<file path="config.mk">
export PLATFORM = sky130hd
export DESIGN_NAME = bin2bcd_display
export DESIGN_NICKNAME = d
export VERILOG_FILES = /design/src/rtl/bin2bcd_display.sv
export SDC_FILE = /design/constraint.sdc
export NUM_CORES = 1
export LEC_CHECK = 0
export BUFFER_PORTS_ARGS = -buffer_cell sky130_fd_sc_hd__buf_4
export CAP_MARGIN = 10
export CORE_MARGIN = 4
export CORE_UTILIZATION = 35
export CTS_CLUSTER_DIAMETER = 40
export CTS_CLUSTER_SIZE = 16
export DETAILED_ROUTE_END_ITERATION = 12
export SLEW_MARGIN = 40
export SYNTH_ARGS = -nofsm -noshare
export SYNTH_HDL_FRONTEND = slang
export SYNTH_SLANG_ARGS = --single-unit
</file>
<file path="constraint.sdc">
create_clock -name i_clock -period 5.5 [get_ports i_clock]
set_input_delay 1.1 -clock i_clock [delete_from_list [all_inputs] [get_ports i_clock]]
set_output_delay 1.1 -clock i_clock [all_outputs]
set_load 0.01 [all_outputs]
</file>
<file path="src/rtl/bin2bcd_display.sv">
// bin2bcd_display: samples a binary value periodically or on request, converts it to
// BCD with a double-dabble engine, and presents held digits plus blank/sign/overflow flags.
`default_nettype none

module bin2bcd_display #(
  parameter int WIDTH      = 16,
  parameter int DIGITS     = 5,
  parameter int UPDATE_DIV = 5000000
) (
  input  logic                  i_clock,
  input  logic                  i_reset,
  input  logic [WIDTH-1:0]      i_value,
  input  logic                  i_signed,
  input  logic                  i_update,
  output logic [4*DIGITS-1:0]   o_digits,
  output logic [DIGITS-1:0]     o_blank,
  output logic                  o_negative,
  output logic                  o_overflow,
  output logic                  o_valid,
  output logic                  o_busy
);

  // Decimal digits needed for 2^w-1, i.e. ceil(w*log10(2)).
  function automatic int calc_acc_digits(input int w);
    longint unsigned v;
    int n;
    v = (64'd1 << w) - 64'd1;
    n = 0;
    for (int i = 0; i < 20; i++) begin
      if (v != 0) begin
        v = v / 10;
        n++;
      end
    end
    return n;
  endfunction

  localparam int ACC_DIGITS = calc_acc_digits(WIDTH);
  localparam int ACC_W      = 4 * ACC_DIGITS;
  localparam int TICK_W     = $clog2(UPDATE_DIV);
  localparam int BIT_W      = $clog2(WIDTH);
  localparam logic [DIGITS-1:0] BLANK_RST = {DIGITS{1'b1}} << 1;

  typedef enum logic [1:0] {IDLE, SHIFT, DONE} state_t;

  state_t              state;
  logic [TICK_W-1:0]   tick_cnt;
  logic                tick;
  logic                pending;
  logic                start_req;
  logic [ACC_W-1:0]    acc;
  logic [ACC_W-1:0]    acc_adj;
  logic [WIDTH-1:0]    mag;
  logic [ACC_W+WIDTH-1:0] shifted;
  logic                sign;
  logic [BIT_W-1:0]    bit_cnt;
  logic                value_neg;
  logic [4*DIGITS-1:0] present_raw;
  logic [4*DIGITS-1:0] digits_next;
  logic [DIGITS-1:0]   blank_next;
  logic                overflow;
  logic                zero_above;

  assign tick      = (tick_cnt == TICK_W'(UPDATE_DIV - 1));
  assign start_req = i_update | tick | pending;
  assign value_neg = i_signed & i_value[WIDTH-1];

  always_ff @(posedge i_clock) begin
    if (i_reset) begin
      tick_cnt <= '0;
    end else if (tick) begin
      tick_cnt <= '0;
    end else begin
      tick_cnt <= tick_cnt + TICK_W'(1);
    end
  end

  always_comb begin
    acc_adj = '0;
    for (int i = 0; i < ACC_DIGITS; i++) begin
      acc_adj[4*i +: 4] = (acc[4*i +: 4] >= 4'd5) ? acc[4*i +: 4] + 4'd3 : acc[4*i +: 4];
    end
  end

  assign shifted = {acc_adj, mag} << 1;

  // Presented digits beyond the accumulator width read as zero.
  for (genvar g = 0; g < DIGITS; g++) begin : g_digit
    if (g < ACC_DIGITS) begin : g_src
      assign present_raw[4*g +: 4] = acc[4*g +: 4];
    end else begin : g_pad
      assign present_raw[4*g +: 4] = 4'd0;
    end
  end

  if (ACC_DIGITS > DIGITS) begin : g_ovf
    assign overflow = |acc[ACC_W-1:4*DIGITS];
  end else begin : g_no_ovf
    assign overflow = 1'b0;
  end

  always_comb begin
    zero_above = 1'b1;
    blank_next = '0;
    for (int i = DIGITS - 1; i >= 1; i--) begin
      zero_above    = zero_above & (present_raw[4*i +: 4] == 4'd0);
      blank_next[i] = zero_above & ~overflow;
    end
    digits_next = overflow ? {DIGITS{4'h9}} : present_raw;
  end

  always_ff @(posedge i_clock) begin
    if (i_reset) begin
      state      <= IDLE;
      pending    <= 1'b0;
      acc        <= '0;
      mag        <= '0;
      sign       <= 1'b0;
      bit_cnt    <= '0;
      o_digits   <= '0;
      o_blank    <= BLANK_RST;
      o_negative <= 1'b0;
      o_overflow <= 1'b0;
      o_valid    <= 1'b0;
      o_busy     <= 1'b0;
    end else begin
      o_valid <= 1'b0;
      case (state)
        IDLE: begin
          if (start_req) begin
            pending <= 1'b0;
            sign    <= value_neg;
            mag     <= value_neg ? (~i_value + WIDTH'(1)) : i_value;
            acc     <= '0;
            bit_cnt <= '0;
            o_busy  <= 1'b1;
            state   <= SHIFT;
          end
        end
        SHIFT: begin
          if (start_req) pending <= 1'b1;
          acc     <= shifted[ACC_W+WIDTH-1:WIDTH];
          mag     <= shifted[WIDTH-1:0];
          bit_cnt <= bit_cnt + BIT_W'(1);
          if (bit_cnt == BIT_W'(WIDTH - 1)) state <= DONE;
        end
        DONE: begin
          if (start_req) pending <= 1'b1;
          o_digits   <= digits_next;
          o_blank    <= blank_next;
          o_negative <= sign;
          o_overflow <= overflow;
          o_valid    <= 1'b1;
          o_busy     <= 1'b0;
          state      <= IDLE;
        end
        default: state <= IDLE;
      endcase
    end
  end

endmodule

`default_nettype wire

</file>
==> Word level (Yosys, flattened, before mapping) <==
Index checks and enable logic that the tools add are counted.
{ "totals": {"reg_bits": 94, "latch_bits": 0, "ramBits": 0, "rom_bits": 0, "inputBits": 20, "out_inout_bits": 29, "mem_count": 0} }
{ "op_classes": {"n_addsub": 8, "n_mul": 0, "div_mod_pow": 0, "order_cmp": 5, "eq_ne": 7, "n_shift": 0, "muxes": 20, "bitwise": 7, "n_reduce_logical": 15} }
{ "ops": {"columns": ["operator", "count"], "rows": [
  ["20-bit one-hot mux with 2 select lines", 1],
  ["16-bit two-way mux", 2],
  ["16-bit one-hot mux with 2 select lines", 1],
  ["23-bit by 1-bit adder with 23-bit output (second input constant)", 1],
  ["23-bit equality test (second input constant)", 1],
  ["4-bit by 3-bit >= comparator with 1-bit output (second input constant)", 5],
  ["20-bit two-way mux", 1],
  ["4-bit two-way mux", 5],
  ["16-bit by 1-bit adder with 16-bit output (second input constant)", 1],
  ["4-bit by 2-bit adder with 4-bit output (second input constant)", 4],
  ["4-bit zero test", 4],
  ["16-bit inverter", 1],
  ["4-bit one-hot mux with 2 select lines", 1],
  ["2-bit AND reduction", 4],
  ["2-bit nonzero test", 3],
  ["4-bit by 1-bit adder with 4-bit output (second input constant)", 1],
  ["1-bit bitwise AND", 4],
  ["4-bit equality test (second input constant)", 1],
  ["2-bit two-way mux", 2],
  ["2-bit inequality test (second input constant)", 2],
  ["1-bit one-hot mux with 2 select lines", 2],
  ["2-bit one-hot mux with 2 select lines", 1],
  ["2-bit OR reduction", 2],
  ["3-bit by 2-bit adder with 3-bit output (second input constant)", 1],
  ["8 further kinds", 11]
]} }

==> Depth between registers and ports, before layout <==
{ "depth": {"depth_word": 5, "mapped_depth": 11} }

==> Least setup slack after synthesis <==
No wires, ideal clock.
{ "synth_path": {"kind": "input-to-reg", "start": "in i_value[0]", "end": "reg mag[14]", "arrival_time_ns": 2.489, "setup_slack_ns": 2.889, "cell_stages": 8, "cell_sequence": "inv_1 ha_1 nor3b_1 nand3b_1 o31ai_1 xor2_1 nor3_1 a221o_1"} }
{ "synth_via": {"elab_chain_cells": 5} }
{ "synth_lines": {"columns": ["item", "line", "text"], "rows": [
  ["start, declared", "12", "input logic [WIDTH-1:0] i_value,"],
  ["16-bit inverter", "133", "mag <= value_neg ? (~i_value + WIDTH'(1)) : i_value;"],
  ["16-bit by 1-bit adder with 16-bit output", "133", null],
  ["16-bit two-way mux", "133", null],
  ["16-bit two-way mux", "130", "if (start_req) begin"],
  ["16-bit one-hot mux with 2 select lines", "128", "case (state)"],
  ["end signal, assigned", "133", null],
  ["end signal, assigned", "143", "mag <= shifted[WIDTH-1:0];"],
  ["end, declared", "53", "logic [WIDTH-1:0] mag;"]
]} }
No other way between the ends. The select of a mux whose other input is x is not followed.
A chain may end at the register's enable or synchronous reset.

==> Worst setup path in the final report <==
{ "layout_path": {"start": "reg tick_cnt[0]", "end": "reg mag[14]"} }
{ "layout_via": {"elab_chain_cells": 5} }
{ "layout_lines": {"columns": ["item", "line", "text"], "rows": [
  ["start, declared", "47", "logic [TICK_W-1:0] tick_cnt;"],
  ["start signal, assigned", "74", "tick_cnt <= tick_cnt + TICK_W'(1);"],
  ["23-bit equality test", "64", "assign tick = (tick_cnt == TICK_W'(UPDATE_DIV - 1));"],
  ["1-bit bitwise OR (2 in series)", "65", "assign start_req = i_update | tick | pending;"],
  ["2-bit inequality test (no line)", null, null],
  ["2-bit AND reduction (no line)", null, null]
]} }
No other way between the ends.

==> reports/summary.txt <==
Setup total negative slack - 0 ns
Synthesized cell area - 4552 sq um
Final routed DRC violation total - 0
Clock buffer depth - 2
Largest net degree at the start of global routing - 69
Post-synthesis xor/xnor area fraction - 7.119%
FF-to-FF setup slack - 2.64 ns
Final period util - 51.96%
Switching Share - 31.07%
Area growth syn-to-layout - 16.05%
P per Cell Area - 338.6 nW/um^2
Fmax - 349.9 MHz
First-pass GRT wire length - 16870 um
Wire length per cell - 13.19 um
Initial cell density of the core - 35.92%
Main combinational cell family by area after synthesis - simple AND/OR/NAND/NOR gates
Root Buffer - clkbuf_16
Max-Cap Viols - 0
Worst clock skew - 0.007039 ns
Power Internal - 1.233 mW
Drt first pass iters - 4
Power share of the clock group - 31.9%
DR iter-0 viols - 198
Setup Fix Bufs, Post-CTS - 0
Async S/R FF share, synth - 0%
Slew Viols, Final - 0
TritonCTS Buffers - 9
Routed wire length - 9827 um
Compound-Gate Fraction of Synth Area - 14.38%
CP Capture Type - flip-flop
Grt total ovfl - 0
Most common cell after layout, fill and taps aside - dfxtp_1
CP Data Required Time - 5.73 ns
Number of I/O pins - 49
Logic pwr share - 24.3%
Hold slack - 0.4578 ns
Number of synthesized flops with an enable pin - 0
Detailed-route via count - 3660
Final min period - 2.858 ns
Tightest Pin Transition - 0.7897 ns
Status - finished clean
Final hold viol count - 0
Die Ht - 122.0 um
Crit Path Class - flip-flop to flip-flop
Hold buffer count at CTS - 0
N_diodes - 0
Share of post-route cells with drive strength above 1 - 12.22%
Primary FF master, synth - dfxtp_1
Hold path start - mag[8]$_SDFFE_PP0P_
TritonCTS Sinks - 94
Post-Synth Simple-Gate Area - 21.63%
Min-delay worst type - flip-flop to flip-flop
Sequential cell area fraction in the yosys report - 41.34%
Reg clk slew, reported paths - 0.07 ns
Layout Nets - 608
DRT antenna net count - 0
DIE WIDTH - 122.0 um
PortBufs - 46
GPL Wtd Cong - 0.7982
Antenna violations before repair - 0
RSZ-0062 raised after global routing - false
Synth unique cells - 56
TritonCTS clock tree - built
H-tree Lvls - 3
Critical Path Start Type - flip-flop
VDD IR max - 150.9 uV
Setup violations, final - 0
GRT Resource Usage Total - 13.95%
Core Box Area - 12670 sq um
Cell count after synthesis - 536
CP Max Fanout - 18
Hpwl dp - 6962 um
Synth warnings - 0
Vias in the first global route - 3578
Mux cell area share after synthesis - 5.085%
Seq pwr share - 43.9%
Data arrival time of the critical path - 3.09 ns
Clk Latency, worst-skew pair - 0.34 ns
Yosys reg bits - 94
Psw - 0.5557 mW
LEAKAGE - 1.967 nW
# resized after CTS - 0
Die area - 14890 sq um
Launch point of the critical path - tick_cnt[0]$_SDFF_PP0_
Syn avg cell area - 8.492 sq um
FF-to-FF Start - tick_cnt[0]$_SDFF_PP0_
Most frequent cells in the layout - dfxtp_1, nor2_1, nand2_1
Via density per instance - 4.913
Max_slew headroom - 47.35%
Row count - 41
Adder-cell share of the synthesized area - 5.223%
## worst max-delay path, stage by stage, from the launching register on
cell and delay, ns:
dfxtp_1 0.39, ha_1 0.30, nand4_2 0.19, o21ai_2 0.52
o21a_1 0.60, nor2_1 0.33, a221o_1 0.42
## area by class of cell
class | instances | area (sq um)
clock buffer | 14 | 264.0
clock inverter | 1 | 5.005
fill | 1284 | 7388
inverter | 26 | 97.59
multi-input combinational | 389 | 2451
sequential | 94 | 1882
tap | 172 | 215.2
timing repair buffer | 49 | 367.9
## flip-flops by register name, indices dropped and copies added (netlist names)
| register | count |
|---|---|
| acc | 20 |
| bit_cnt | 4 |
| mag | 16 |
| o_blank | 4 |
| o_busy | 1 |
| o_digits | 20 |
| o_negative | 1 |
| o_valid | 1 |
| pending | 1 |
| sign | 1 |
| state | 2 |
| tick_cnt | 23 |
## layer usage
| layer | part of all wire, % | track usage [%] |
|---|---|---|
| met1 | 50 | 18.86 |
| met5 | 0 | 0 |
| met4 | 2.0 | 5.182 |
| met3 | 3.3 | 3.250 |
| met2 | 45 | 21.72 |
## logic make-up after synthesis
group,after synthesis
DFF,94
muxes,23
and+or+nand+nor,203
AOI/OAI and AO/OA,105
other,1
xor gates and xnor gates,37
adders and majority gates,19
buffers and inverters,54
## power groups by stage
stage	logic, mW	clock network, mW	registers (mW)
after global placement	0.427	0	0.797
after CTS	0.441	0.588	0.785
after floorplan	0.328	0	0.796
after global routing	0.495	0.615	0.793
after detailed placement	0.440	0	0.799
final	0.434	0.570	0.785
## Yosys cell counts, drive strengths merged, types with 2 or more instances
master,count,area share (%)
nor2,69,5.7
nand4,8,1.2
nor2b,3,0.41
xnor2,18,3.5
o22ai,4,0.55
clkbuf,18,1.5
o2111ai,2,0.38
dfxtp,94,41
nor4,5,1.0
ha,19,5.2
or2,2,0.28
mux2i,22,4.8
nor3b,6,0.99
a21oi,43,4.7
o2bb2ai,3,0.58
nand2b,7,0.96
and3,3,0.41
nor3,11,1.2
o21a,2,0.33
o32ai,6,1.5
and4,3,0.58
nand3b,3,0.49
o21ai,27,3.1
nand3,20,2.2
a22o,5,0.96
and2,2,0.27
o31ai,4,0.66
nor4b,2,0.52
o41ai,2,0.38
xor2,19,3.7
or3,2,0.27
buf,10,1.5
nand2,55,4.7
inv,26,2.1
## worst paths after layout
kind | depth (start not counted) | end
setup / recovery | 6 | mag[14]$_SDFFE_PP0P_
hold / removal | 2 | mag[8]$_SDFFE_PP0P_
setup reg to reg | 6 | mag[14]$_SDFFE_PP0P_
hold reg to reg | 2 | mag[8]$_SDFFE_PP0P_
## per-stage QoR
stage | area, sq um | util [%] | std cells | power, mW | setup slack (ns)
after floorplan | 4556 | - | 537 | 1.124 | 2.889
after global placement | 5006 | 39.51 | 730 | 1.225 | 2.551
after detailed placement | 5014 | 39.57 | 730 | 1.239 | 2.520
after CTS | 5283 | 41.69 | 745 | 1.814 | 2.607
after global routing | 5283 | 41.69 | 745 | 1.903 | 2.355
final | 5283 | 41.69 | 745 | 1.789 | 2.642
(Power assumes the default switching activity.)
